$ cat src/rtl/cajero_automatico_ctrl.sv
// ATM controller: interlocked access, menu and withdrawal Moore FSMs.
// Define CAJERO_RECIBO_EN to include the RECEIPT state after a balance query.
module cajero_automatico_ctrl #(
  parameter logic [3:0] CARD_ID  = 4'b0001,
  parameter logic [3:0] PIN_CODE = 4'b0001
) (
  input  logic       clk,
  input  logic       rst_n,
  input  logic [3:0] a,
  input  logic [3:0] b,
  input  logic       atras,
  input  logic       consulta,
  input  logic       retiro,
  input  logic       next,
  input  logic       si,
  input  logic       no,
  input  logic       otro_mon,
  input  logic [4:0] cant,
  input  logic       valido,
  input  logic       invalido,
  output logic       solicitar_tarjeta,
  output logic       solicitar_pin,
  output logic       acceso,
  output logic       sel_menu,
  output logic       consult,
  output logic       recibo,
  output logic       otra_ope,
  output logic       tarjeta,
  output logic       retiro_m,
  output logic       valida,
  output logic       invalida,
  output logic       efectivo,
  output logic [4:0] opcion,
  output logic [1:0] st1,
  output logic [2:0] st2,
  output logic [3:0] st3
);

  typedef enum logic [1:0] {
    ACC_IDLE   = 2'd0,
    ACC_PIN    = 2'd1,
    ACC_ACCESS = 2'd2
  } acc_state_t;

  typedef enum logic [2:0] {
    M_MENU     = 3'd0,
    M_CONSULT  = 3'd1,
    M_RECEIPT  = 3'd2,
    M_WITHDRAW = 3'd3,
    M_OTHER    = 3'd4,
    M_CARD     = 3'd5
  } menu_state_t;

  typedef enum logic [3:0] {
    W_IDLE     = 4'd0,
    W_OPT1     = 4'd1,
    W_OPT2     = 4'd2,
    W_OPT3     = 4'd3,
    W_OPT4     = 4'd4,
    W_OPT5     = 4'd5,
    W_DISPENSE = 4'd6,
    W_INVALID  = 4'd7,
    W_ASK      = 4'd8,
    W_ASK_YES  = 4'd9,
    W_ASK_NO   = 4'd10
  } wd_state_t;

  acc_state_t  r_st1;
  menu_state_t r_st2;
  wd_state_t   r_st3;
  logic [4:0]  w_opcion;

  // Each FSM reads the others' current state, so the interlocks act one clock later.
  // NOTE: non-blocking assignments make every branch see pre-edge state regardless of order.
  always_ff @(posedge clk or negedge rst_n) begin
    if (!rst_n) begin
      r_st1 <= ACC_IDLE;
      r_st2 <= M_MENU;
      r_st3 <= W_IDLE;
    end else begin
      case (r_st1)
        ACC_IDLE:   if (a == CARD_ID) r_st1 <= ACC_PIN;
        ACC_PIN:    if (atras) r_st1 <= ACC_IDLE;
                    else if (b == PIN_CODE) r_st1 <= ACC_ACCESS;
        ACC_ACCESS: if (r_st2 == M_CARD) r_st1 <= ACC_IDLE;
        default:    r_st1 <= ACC_IDLE;
      endcase

      if (r_st1 != ACC_ACCESS) begin
        r_st2 <= M_MENU;
      end else begin
        case (r_st2)
          M_MENU:     if (consulta) r_st2 <= M_CONSULT;
                      else if (retiro) r_st2 <= M_WITHDRAW;
          M_CONSULT:  if (next) begin
`ifdef CAJERO_RECIBO_EN
                        r_st2 <= M_RECEIPT;
`else
                        r_st2 <= M_OTHER;
`endif
                      end
`ifdef CAJERO_RECIBO_EN
          M_RECEIPT:  if (si || no) r_st2 <= M_OTHER;
`endif
          M_WITHDRAW: if (r_st3 == W_ASK_YES) r_st2 <= M_MENU;
                      else if (r_st3 == W_ASK_NO) r_st2 <= M_CARD;
          M_OTHER:    if (si) r_st2 <= M_MENU;
                      else if (no) r_st2 <= M_CARD;
          M_CARD:     r_st2 <= M_MENU;
          default:    r_st2 <= M_MENU;
        endcase
      end

      if (r_st2 != M_WITHDRAW) begin
        r_st3 <= W_IDLE;
      end else begin
        case (r_st3)
          W_IDLE: begin
            if      (cant[0]) r_st3 <= W_OPT1;
            else if (cant[1]) r_st3 <= W_OPT2;
            else if (cant[2]) r_st3 <= W_OPT3;
            else if (cant[3]) r_st3 <= W_OPT4;
            else if (cant[4]) r_st3 <= W_OPT5;
          end
          W_OPT1, W_OPT2, W_OPT3, W_OPT4, W_OPT5:
                      if (invalido) r_st3 <= W_INVALID;
                      else if (valido) r_st3 <= W_DISPENSE;
          W_DISPENSE: if (next) r_st3 <= W_ASK;
          W_INVALID:  if (otro_mon) r_st3 <= W_IDLE;
                      else if (next) r_st3 <= W_ASK;
          W_ASK:      if (si) r_st3 <= W_ASK_YES;
                      else if (no) r_st3 <= W_ASK_NO;
          W_ASK_YES, W_ASK_NO: r_st3 <= W_IDLE;
          default:    r_st3 <= W_IDLE;
        endcase
      end
    end
  end

  // NOTE: default assignment first so no path leaves w_opcion unassigned (no latch).
  always_comb begin
    w_opcion = 5'b00000;
    case (r_st3)
      W_OPT1:  w_opcion = 5'b00001;
      W_OPT2:  w_opcion = 5'b00010;
      W_OPT3:  w_opcion = 5'b00100;
      W_OPT4:  w_opcion = 5'b01000;
      W_OPT5:  w_opcion = 5'b10000;
      default: w_opcion = 5'b00000;
    endcase
  end

  // Outputs are pure decodes of the state registers, so they follow reset asynchronously.
  assign solicitar_tarjeta = (r_st1 == ACC_IDLE);
  assign solicitar_pin     = (r_st1 == ACC_PIN);
  assign acceso            = (r_st1 == ACC_ACCESS);
  // The menu idles in MENU outside a session; only flag selection when it is live.
  assign sel_menu          = (r_st1 == ACC_ACCESS) && (r_st2 == M_MENU);
  assign consult           = (r_st2 == M_CONSULT);
`ifdef CAJERO_RECIBO_EN
  assign recibo            = (r_st2 == M_RECEIPT);
`else
  assign recibo            = 1'b0;
`endif
  assign otra_ope          = (r_st2 == M_OTHER) || (r_st3 == W_ASK);
  assign tarjeta           = (r_st2 == M_CARD);
  assign retiro_m          = (r_st2 == M_WITHDRAW);
  assign valida            = (r_st3 == W_DISPENSE);
  assign invalida          = (r_st3 == W_INVALID);
  assign efectivo          = (r_st3 == W_DISPENSE);
  assign opcion            = w_opcion;
  assign st1               = r_st1;
  assign st2               = r_st2;
  assign st3               = r_st3;

endmodule

$ cat config.mk
export PLATFORM = sky130hd
export DESIGN_NAME = cajero_automatico_ctrl
export DESIGN_NICKNAME = d
export VERILOG_FILES = /design/src/rtl/cajero_automatico_ctrl.sv
export SDC_FILE = /design/constraint.sdc
export NUM_CORES = 1
export LEC_CHECK = 0
export CAP_MARGIN = 10
export CORE_MARGIN = 10
export CORE_UTILIZATION = 37
export DETAILED_ROUTE_END_ITERATION = 8
export PLACE_DENSITY = 0.86
export SLEW_MARGIN = 20
export SYNTH_ARGS = -nofsm -noshare
export SYNTH_HDL_FRONTEND = slang
export SYNTH_SLANG_ARGS = --single-unit
$ cat constraint.sdc
create_clock -name clk -period 2.2 [get_ports clk]
set_clock_uncertainty 0.15 [all_clocks]
set_input_delay 0.22 -clock clk [delete_from_list [all_inputs] [get_ports clk]]
set_output_delay 0.22 -clock clk [all_outputs]
set_load 0.01 [all_outputs]
=== After elaboration in Yosys (flattened, before gate mapping) ===
Cells that the tools add are included.

* Equal/unequal tests: 30
* Multiplexer cells: 28
* Reduce and logical (&&, ||, !) cells: 9

{| class="wikitable"
|+ Operators with widths
! operator !! number
|-
| $mux W4 || 12
|-
| $pmux W5 S5 || 1
|-
| $mux W3 || 8
|-
| $pmux W4 S5 || 1
|-
| $eq A4 B3 Y1 const B || 4
|-
| $ne A4 B4 Y1 const B || 4
|-
| $eq A4 B1 Y1 const B || 3
|-
| $eq A4 B4 Y1 const B || 3
|-
| $pmux W3 S4 || 1
|-
| $ne A3 B2 Y1 const B || 3
|-
| $eq A4 B2 Y1 const B || 2
|-
| $mux W2 || 4
|-
| $ne A7 B7 Y1 const B || 1
|-
| $eq A3 B3 Y1 const B || 2
|-
| $pmux W2 S3 || 1
|-
| $reduce_and A3 Y1 || 2
|-
| $reduce_or A5 Y1 || 1
|-
| $logic_not A4 Y1 || 1
|-
| $ne A2 B1 Y1 const B || 2
|-
| $ne A4 B1 Y1 const B || 1
|-
| $reduce_and A4 Y1 || 1
|-
| $eq A3 B1 Y1 const B || 1
|-
| $eq A3 B2 Y1 const B || 1
|-
| $logic_not A3 Y1 || 1
|-
| 6 further kinds || 6
|}

* Bits in registers: 9
* Input bits: 24
* Output and inout bits: 26

=== Depth between registers and ports, before layout ===
Gate-level depths: netlist of run 1.

* Depth after elaboration: 7
* Mapped depth: 6

=== Worst setup path before layout of run 1 ===
OpenSTA, ideal clock, no wires.

* Path kind: flip-flop to flip-flop
* Start: register r_st3[1], in the netlist st3[1]
* End: register r_st3[0], in the netlist st3[0]
* Data arrival time: 1.538 ns
* Data required time: 1.930 ns
* Setup slack: 0.392 ns
* Stages on the path, launching flop included: 5
* Clock period less this slack: 1.808 ns
* Cells stage by stage: dfrtp_1 or4_4 nor4_4 a211oi_2 o211a_1

* Longest elaborated chain between the ends: 4

{| class="wikitable"
|+ RTL lines
! element !! RTL line !! text
|-
| from (decl) || 70 || <nowiki>wd_state_t r_st3;</nowiki>
|-
| from (signal assigned) || 79 || <nowiki>r_st3 <= W_IDLE;</nowiki>
|-
| from (signal assigned) || 115 || <nowiki>r_st3 <= W_IDLE;</nowiki>
|-
| from (signal assigned) || 119 || <nowiki>if (cant[0]) r_st3 <= W_OPT1;</nowiki>
|-
| $eq A4 B3 Y1, or another cell as far along || 117 || <nowiki>case (r_st3)</nowiki>
|-
| $reduce_or A5 Y1 || 117 ||
|-
| $pmux W4 S5 or $ne A4 B4 Y1 (tied branches) || -- ||
|-
| $mux W4 or $reduce_and A3 Y1 (tied branches) || -- ||
|}

Several ways; a longest one is shown, not always the timed one.
A chain may end at the register's enable or synchronous reset.

=== Worst setup path in the final report of run 1 ===
* Start: register r_st3[0], in the netlist st3[0]
* End: output efectivo

* Longest elaborated chain between the ends: 1

{| class="wikitable"
|+ RTL lines
! element !! RTL line !! text
|-
| $eq A4 B3 Y1 || 170 || <nowiki>assign efectivo = (r_st3 == W_DISPENSE);</nowiki>
|-
| to (decl) || 32 || <nowiki>output logic efectivo,</nowiki>
|}

Every way passes these cells.

==> run_results.csv, run 1 <==
group,metric,value,unit
run_status,status,"completed",
pwr,ir_drop,324,uV
cells_and_area,layout.nets,182,
route,wl,3.15,mm
synthesis,synth_most_common_cell,"nor2_1",
worst_setup_path,crit_start,"st3[0]$_DFFE_PN0P_",
worst_setup_path,critical_path.max_fanout,9,
grt,grt_pass1_wl,4.57,mm
timing,rsz0062_at_grt,"no",
route,vias_per_cell,5.42,
cells_and_area,multiInputGateArea,546,sq um
route,first_iter_violations,33,
cells_and_area,nFillCells,202,
die,core,2170,sq um
route,ant_nets,0,
place,numPortBuffers,48,
worst_setup_path,reg2regPathDepth,6,
clock_network,clock_path_buffers,2,
job,cap_violations,0,
synthesis,syn-num-nets,130,
synthesis,yosysSeqAreaShare,27.4,%
clock_network,clkLatencyLatePin,0.27,ns
cells_and_area,areaGrowthSynthToFinish,68.3,%
synthesis,synth_area_leaders,"dfrtp_1 27%, a21oi_1 8.5%, nor2_1 7.3%, a211oi_2 4.6%, nand2b_1 4.6%",
synthesis,synthFlopType,"dfrtp_1",
route,vias,1002,
synthesis,synth_common_cells,"16 x nor2_1, 14 x a21oi_1, 9 x dfrtp_1",
grt,grt_pass1_vias,1020,
synthesis,synthDistinctLibCells,38,
cells_and_area,layout-drive-gt1-share,14.0,%
place,post-place-ws,0.160,ns
route,drcViolationCount,0,
synthesis,synth_top_area_share,27.4,%
worst_setup_path,crit_required,1.83,ns
die,rows,17,
clock_network,htreeDepth,1,
worst_setup_path,critical_path.max_stage_delay,0.56,ns
worst_setup_path,endpoint_kind,"output port",
synthesis,synth_seq_cells,9,
die,die_h,67.1,um
route,wire_per_inst,17.0,um
die,die_area,4510,sq um
timing,layout_setup_ws,0.0741,ns
timing,setup_tns,0,ns
die,die_w,67.1,um
clock_network,tritoncts,"built",
cells_and_area,num_antenna_cells,0,
timing,period_share,96.6,%
place,dp_hpwl,2.46,mm
pwr,power-per-cell-area,361,nW/um^2
cells_and_area,seq_area,226,sq um
worst_setup_path,crit_type,"flop to output port",
grt,antenna_found_initial,0,
pwr,p_leak,0.629,nW
worst_setup_path,cp_slowest_cell,"clkdlybuf4s50_1",
synthesis,synth_edf_count,0,
worst_setup_path,worstPathArrival,1.76,ns
grt,overflow,0,
synthesis,syn_inst,106,
clock_network,clk_pin_slew,0.07,ns
route,first_pass_iters,4,
worst_hold_path,hp-class,"input port to async pin",
worst_setup_path,r2r-start,"st3[0]$_DFFE_PN0P_",
synthesis,synth_top_area_cell,"dfrtp_1",
timing,hold_viol,0,
synthesis,async_flop_share,100,%
grt,grt_use_total,12.7,%
synthesis,syn_avg_cell_area,7.76,sq um
timing,clock.fmax,470,MHz
die,io_pins,50,
timing,drv_slew,0,
timing,setup_viol,0,
worst_setup_path,worst-path-buf-inv,2,
place,place.gp.congestion,0.804,
worst_setup_path,path_cells,"buf_4, nand2b_1, nor2_1, clkdlybuf4s50_1",
clock_network,cts.sinks,9,
synthesis,ys_warn_count,0,
worst_setup_path,rr_endpoint,"st3[2]$_DFFE_PN0P_",
timing,layout_min_cycle_time,2.13,ns
clock_network,numCtsBuffers,3,
clock_network,root_buffer,"clkbuf_4",
worst_setup_path,cp_top_family,"buffers and inverters",
grt,grt_max_degree,13,
worst_setup_path,cp.depth,4,
synthesis,netlist_area,822,sq um
worst_setup_path,r2r_slack,0.16,ns
worst_setup_path,startpoint_type,"flop",
die,initial_core_util,37.9,%
-- cells by family after synthesis --
group / share of synthesized area, %
muxes: 1.37
AOI/OAI and AO/OA: 20.2
other: 0.456
buffers and inverters: 7.00
and+or+nand+nor: 42.5
xor gates and xnor gates: 1.07
DFF: 27.4
-- power by group --
| group | switching, mW | internal, mW | total, mW |
|---|---|---|---|
| combinational | 0.0704 | 0.0999 | 0.170 |
| sequential | 0.0165 | 0.174 | 0.190 |
| clock | 0.0681 | 0.0704 | 0.139 |
-- worst max-delay path by stage --
stage,endpoint
after floorplan,st3[0]$_DFFE_PN0P_
after global placement,otra_ope
after detailed placement,st2[0]$_DFFE_PN0P_
after CTS,opcion[0]
after global routing,valida
final,efectivo
-- per-stage QoR --
stage / hold slack [ns] / instance area, sq um / cells / utilization (%) / total power, mW
5_1_grt: 0.137 / 1380 / 185 / 63.8 / 0.513
4_1_cts: 0.107 / 1360 / 183 / 62.7 / 0.491
2_1_floorplan: -0.226 / 822 / 106 / - / 0.249
6_report: 0.0958 / 1380 / 185 / 63.8 / 0.499
3_3_place_gp: 0.347 / 1330 / 179 / 61.2 / 0.358
3_5_place_dp: 0.362 / 1330 / 179 / 61.2 / 0.360
-- registers in the layout (all words and copies together), names as in the netlist --
signal  flops
st1         2
st2         3
st3         4
-- per-layer routing --
| metal | global-route usage [%] | vias up | share of wire [%] |
|---|---|---|---|
| met5 | 0 | - | 0 |
| met4 | 4.62 | 0 | 1.0 |
| met3 | 3.31 | 5 | 8.4 |
| met2 | 23.6 | 51 | 53 |
| met1 | 13.4 | 463 | 37 |
| li1 | - | 483 | - |
-- repair_timing --
item,4_1_cts,5_1_grt
hold buffers,0,0
resized for setup,3,3
endpoints found under the setup margin,3,4
setup buffers,0,2
-- placed cells by master, fill, tap and decap left out, types with 2 or more instances in the layout --
cell | netlist | routed
nor3_1 | 5 | 5
nand3_1 | 2 | 2
a21oi_1 | 14 | 14
nand2_1 | 7 | 7
nor3_2 | 2 | 2
a211oi_2 | 3 | 3
clkdlybuf4s50_1 | 0 | 44
clkbuf_4 | 0 | 3
nor2_1 | 16 | 16
dfrtp_1 | 9 | 8
nand3b_1 | 4 | 4
buf_4 | 3 | 7
inv_1 | 3 | 3
nor2b_1 | 3 | 3
dlymetal6s2s_1 | 0 | 3
nand2b_1 | 6 | 6
-- area by class of cell --
type                            count  share of cell area (%)
Tap cell                           28                    2.53
Clock buffer                        4                    1.90
Sequential cell                     9                    16.4
Multi-Input combinational cell     86                    39.4
Inverter                            3                   0.814
Timing Repair Buffer               55                    39.0
Power figures use the tool's default switching activity.
==> run 2: changes to the inputs <==
--- a/config.mk
+++ b/config.mk
@@ -10,6 +10,7 @@
 export CORE_UTILIZATION = 37
 export DETAILED_ROUTE_END_ITERATION = 8
 export PLACE_DENSITY = 0.86
+export RECOVER_POWER = 25
 export SLEW_MARGIN = 20
 export SYNTH_ARGS = -nofsm -noshare
 export SYNTH_HDL_FRONTEND = slang
==> run_results.csv, run 2 (synthesis results as in run 1) <==
group,metric,value,unit
timing,period_share,97.1,%
grt,grt_pass1_wl,4.57,mm
worst_setup_path,endpoint_kind,"output port",
cells_and_area,num_antenna_cells,0,
pwr,ir_drop,324,uV
worst_hold_path,hp-class,"input port to async pin",
route,wl,3.18,mm
timing,clock.fmax,468,MHz
pwr,switching_share,31.2,%
die,core,2170,sq um
timing,setup_viol,0,
worst_setup_path,worstPathArrival,1.77,ns
timing,hold_viol,0,
die,io_pins,50,
cells_and_area,largest_reg_flops,4,
clock_network,clkLatencyLatePin,0.27,ns
route,ant_nets,0,
cells_and_area,fin_area,1380,sq um
timing,drv_slew,0,
route,wire_per_inst,17.2,um
grt,grt_pass1_vias,1020,
pwr,power_frac_clock,27.8,%
place,numPortBuffers,48,
die,initial_core_util,37.9,%
clock_network,cts.sinks,9,
route,first_pass_iters,4,
run_status,status,"completed",
cells_and_area,layout.nets,182,
job,cap_violations,0,
pwr,p_int,343,uW
route,vias,1004,
clock_network,hold_buffers,0,
timing,hold_ws,0.166,ns
timing,layout_setup_ws,0.0636,ns
grt,grt_max_degree,13,
clock_network,clk_pin_slew,0.07,ns
worst_setup_path,rr_endpoint,"st3[2]$_DFFE_PN0P_",
cells_and_area,areaGrowthSynthToFinish,68.3,%
clock_network,root_buffer,"clkbuf_4",
clock_network,clock_path_buffers,2,
pwr,p_sw,156,uW
grt,overflow,0,
route,vias_per_cell,5.43,
worst_setup_path,startpoint_type,"flop",
pwr,pwr-share-comb,34.0,%
pwr,p_leak,0.630,nW
place,post-place-ws,0.160,ns
worst_setup_path,crit_type,"flop to output port",
die,die_area,4510,sq um
grt,antenna_found_initial,0,
worst_setup_path,crit_required,1.83,ns
pwr,power_frac_seq,38.1,%
cells_and_area,final_cell_mix,"42 x clkdlybuf4s50_1, 16 x nor2_1, 14 x a21oi_1, 8 x dfrtp_1",
grt,grt_use_total,12.7,%
timing,layout_min_cycle_time,2.14,ns
timing,rsz0062_at_grt,"no",
worst_setup_path,r2r-start,"st3[0]$_DFFE_PN0P_",
place,dp_hpwl,2.46,mm
die,die_w,67.1,um
cells_and_area,layout-drive-gt1-share,14.0,%
place,place.gp.congestion,0.804,
die,rows,17,
place,dpl_cell_area,1330,sq um
clock_network,numCtsBuffers,3,
route,drcViolationCount,0,
clock_network,htreeDepth,1,
clock_network,tritoncts,"built",
worst_setup_path,critical_path.max_fanout,9,
worst_setup_path,r2r_slack,0.16,ns
cells_and_area,utilization,63.8,%
die,die_h,67.1,um
cells_and_area,final_common_cell,"clkdlybuf4s50_1",
pwr,power-per-cell-area,361,nW/um^2
worst_setup_path,reg2regPathDepth,6,
timing,setup_tns,0,ns
route,first_iter_violations,33,
worst_setup_path,crit_start,"st3[0]$_DFFE_PN0P_",
## run 2: final cells by class
class / instances / area, sq um
flip-flops and latches: 9 / 226
inverters: 3 / 11.3
clock buffers: 4 / 26.3
repair buffers: 55 / 539
well taps: 28 / 35.0
fillers: 202 / 786
multi-input cells: 86 / 546
## run 2: worst max path at each step
stage	to	cells after the start
after floorplan	st3[0]$_DFFE_PN0P_	4
after global placement	otra_ope	3
after detailed placement	st2[0]$_DFFE_PN0P_	5
after CTS	opcion[0]	4
after global routing	valida	4
final	efectivo	4
## run 2: metrics by stage
| step | cells | power, mW |
|---|---|---|
| after CTS | 183 | 0.491 |
| final | 185 | 0.499 |
| after global placement | 179 | 0.358 |
| after floorplan | 106 | 0.249 |
| after detailed placement | 179 | 0.360 |
| after global routing | 185 | 0.512 |
## run 2: per-layer routing
layer  GRT usage [%]  wire length (um)
met5               0                 0
met4            4.62                32
met3            3.31               268
met2            23.6              1680
met1            13.4              1190
## run 2: worst max-delay path, stage by stage, from the launching register on
cell and delay, ns:
dfrtp_1 0.45, buf_4 0.20, nand2b_1 0.16, nor2_1 0.12
clkdlybuf4s50_1 0.56
## run 2: what timing repair did
action	in CTS	in global routing
pin swaps	0	0
setup endpoints to repair	3	4
gates resized for setup	3	3
buffers inserted	0	2
## run 2: power by group through the flow
stage	sequential [mW]	clock (mW)	combinational, mW
2_1_floorplan	0.191	0	0.0578
3_3_place_gp	0.192	0	0.167
3_5_place_dp	0.192	0	0.168
4_1_cts	0.190	0.130	0.171
5_1_grt	0.192	0.136	0.184
6_report	0.190	0.139	0.170
==> run 3: changes to the inputs <==
--- a/config.mk
+++ b/config.mk
@@ -6,12 +6,13 @@
 export NUM_CORES = 1
 export LEC_CHECK = 0
 export CAP_MARGIN = 10
+export CORE_ASPECT_RATIO = 0.8
 export CORE_MARGIN = 10
 export CORE_UTILIZATION = 37
 export DETAILED_ROUTE_END_ITERATION = 8
-export PLACE_DENSITY = 0.86
+export PLACE_DENSITY_LB_ADDON = 0.15
 export RECOVER_POWER = 25
-export SLEW_MARGIN = 20
+export SLEW_MARGIN = 5
 export SYNTH_ARGS = -nofsm -noshare
 export SYNTH_HDL_FRONTEND = slang
 export SYNTH_SLANG_ARGS = --single-unit
==> run_results.csv, run 3 (synthesis results as in run 1) <==
group,metric,value,unit
run_status,status,"completed",
pwr,p_int,343,uW
route,vias,982,
clock_network,hold_buffers,0,
clock_network,numCtsBuffers,3,
worst_setup_path,crit_type,"flop to output port",
route,vias_per_cell,5.37,
pwr,power-per-cell-area,350,nW/um^2
pwr,p_sw,144,uW
pwr,switching_share,29.6,%
clock_network,htreeDepth,1,
clock_network,tritoncts,"built",
clock_network,root_buffer,"clkbuf_4",
route,first_iter_violations,35,
timing,clock.fmax,472,MHz
pwr,power_frac_clock,26.3,%
route,wl,2.88,mm
timing,period_share,96.4,%
timing,layout_min_cycle_time,2.12,ns
cells_and_area,num_antenna_cells,0,
route,ant_nets,0,
cells_and_area,utilization,65.0,%
worst_setup_path,worstPathArrival,1.75,ns
die,die_h,62.2,um
clock_network,clock_path_buffers,2,
cells_and_area,areaGrowthSynthToFinish,69.1,%
place,dp_hpwl,2.29,mm
route,wire_per_inst,15.7,um
grt,grt_pass1_vias,953,
place,dpl_cell_area,1330,sq um
cells_and_area,instances_no_fill,183,
cells_and_area,layout.nets,183,
cells_and_area,fin_area,1390,sq um
timing,setup_viol,0,
cells_and_area,multiInputGateArea,546,sq um
die,rows,15,
die,io_pins,50,
place,post-place-ws,0.184,ns
die,die_w,72.7,um
worst_setup_path,endpoint_kind,"output port",
clock_network,clkLatencyLatePin,0.26,ns
die,initial_core_util,38.4,%
route,first_pass_iters,4,
job,cap_violations,0,
die,core,2140,sq um
worst_setup_path,critical_path.max_fanout,7,
cells_and_area,seq_area,226,sq um
cells_and_area,final_cell_mix,"41 x clkdlybuf4s50_1, 16 x nor2_1, 14 x a21oi_1, 8 x buf_4, 8 x dfrtp_1",
cells_and_area,nFillCells,195,
place,numPortBuffers,48,
grt,grt_use_total,12.3,%
cells_and_area,largest_reg_flops,4,
cells_and_area,layout-drive-gt1-share,14.6,%
timing,drv_slew,0,
timing,hold_viol,0,
worst_setup_path,crit_required,1.83,ns
grt,antenna_found_initial,0,
worst_setup_path,reg2regPathDepth,5,
worst_hold_path,hp-class,"input port to async pin",
pwr,power_frac_seq,39.1,%
grt,overflow,0,
pwr,pwr-share-comb,34.6,%
cells_and_area,final_common_cell,"clkdlybuf4s50_1",
pwr,ir_drop,373,uV
pwr,p_leak,0.654,nW
grt,grt_pass1_wl,4.62,mm
place,dp.cells,176,
clock_network,cts.sinks,9,
clock_network,clk_pin_slew,0.06,ns
timing,layout_setup_ws,0.0799,ns
grt,grt_max_degree,13,
place,place.gp.congestion,0.888,
die,die_area,4520,sq um
worst_setup_path,startpoint_type,"flop",
route,drcViolationCount,0,
[run 3: area by class of cell]
class                           count  area share [%]
Timing Repair Buffer               56            39.5
Multi-Input combinational cell     86            39.2
Sequential cell                     9            16.3
Tap cell                           25            2.25
Clock buffer                        4            1.89
Inverter                            3           0.810
[run 3: final timing paths]
path | from | slack, ns | to
min in group clk | st1[1]$_DFFE_PN0P_ | 0.36 | st1[0]$_DFFE_PN0P_
max | st3[3]$_DFFE_PN0P_ | 0.08 | efectivo
min | rst_n | 0.17 | st3[1]$_DFFE_PN0P_
max in group asynchronous | rst_n | 1.42 | st3[3]$_DFFE_PN0P_
min reg2reg | st1[1]$_DFFE_PN0P_ | 0.36 | st1[0]$_DFFE_PN0P_
max reg2reg | st3[0]$_DFFE_PN0P_ | 0.25 | st3[0]$_DFFE_PN0P_
[run 3: power groups by stage]
stage | registers [mW] | logic, mW | clock network, mW
after detailed placement | 0.192 | 0.168 | 0
after global routing | 0.192 | 0.184 | 0.143
final | 0.190 | 0.169 | 0.128
after CTS | 0.190 | 0.171 | 0.135
after floorplan | 0.191 | 0.0578 | 0
after global placement | 0.192 | 0.166 | 0
[run 3: metal layers]
| layer | part of all wire, % | up-vias | wire [um] | GRT usage, % |
|---|---|---|---|---|
| met1 | 40 | 467 | 1150 | 14.6 |
| met2 | 51 | 30 | 1480 | 19.3 |
| met4 | 0 | 0 | 0 | 4.03 |
| met5 | 0 | - | 0 | 0 |
| li1 | - | 485 | - | - |
| met3 | 8.7 | 0 | 250 | 5.24 |
[run 3: what timing repair did]
action / CTS / global route
resized for setup: 2 / 5
setup endpoints to repair: 2 / 6
buffers inserted: 1 / 2
[run 3: metrics by stage]
step | setup TNS (ns) | hold slack (ns) | power (mW)
floorplan | 0 | -0.226 | 0.249
global placement | 0 | 0.347 | 0.359
detailed placement | 0 | 0.355 | 0.360
CTS | 0 | 0.0986 | 0.496
global route | -0.0159 | 0.189 | 0.519
finish | 0 | 0.166 | 0.487
[run 3: worst max-delay path, stage by stage (launching register included)]
cell	delay, ns
dfrtp_2	0.45
buf_4	0.17
nand2b_1	0.17
nor2_1	0.14
clkdlybuf4s50_1	0.57
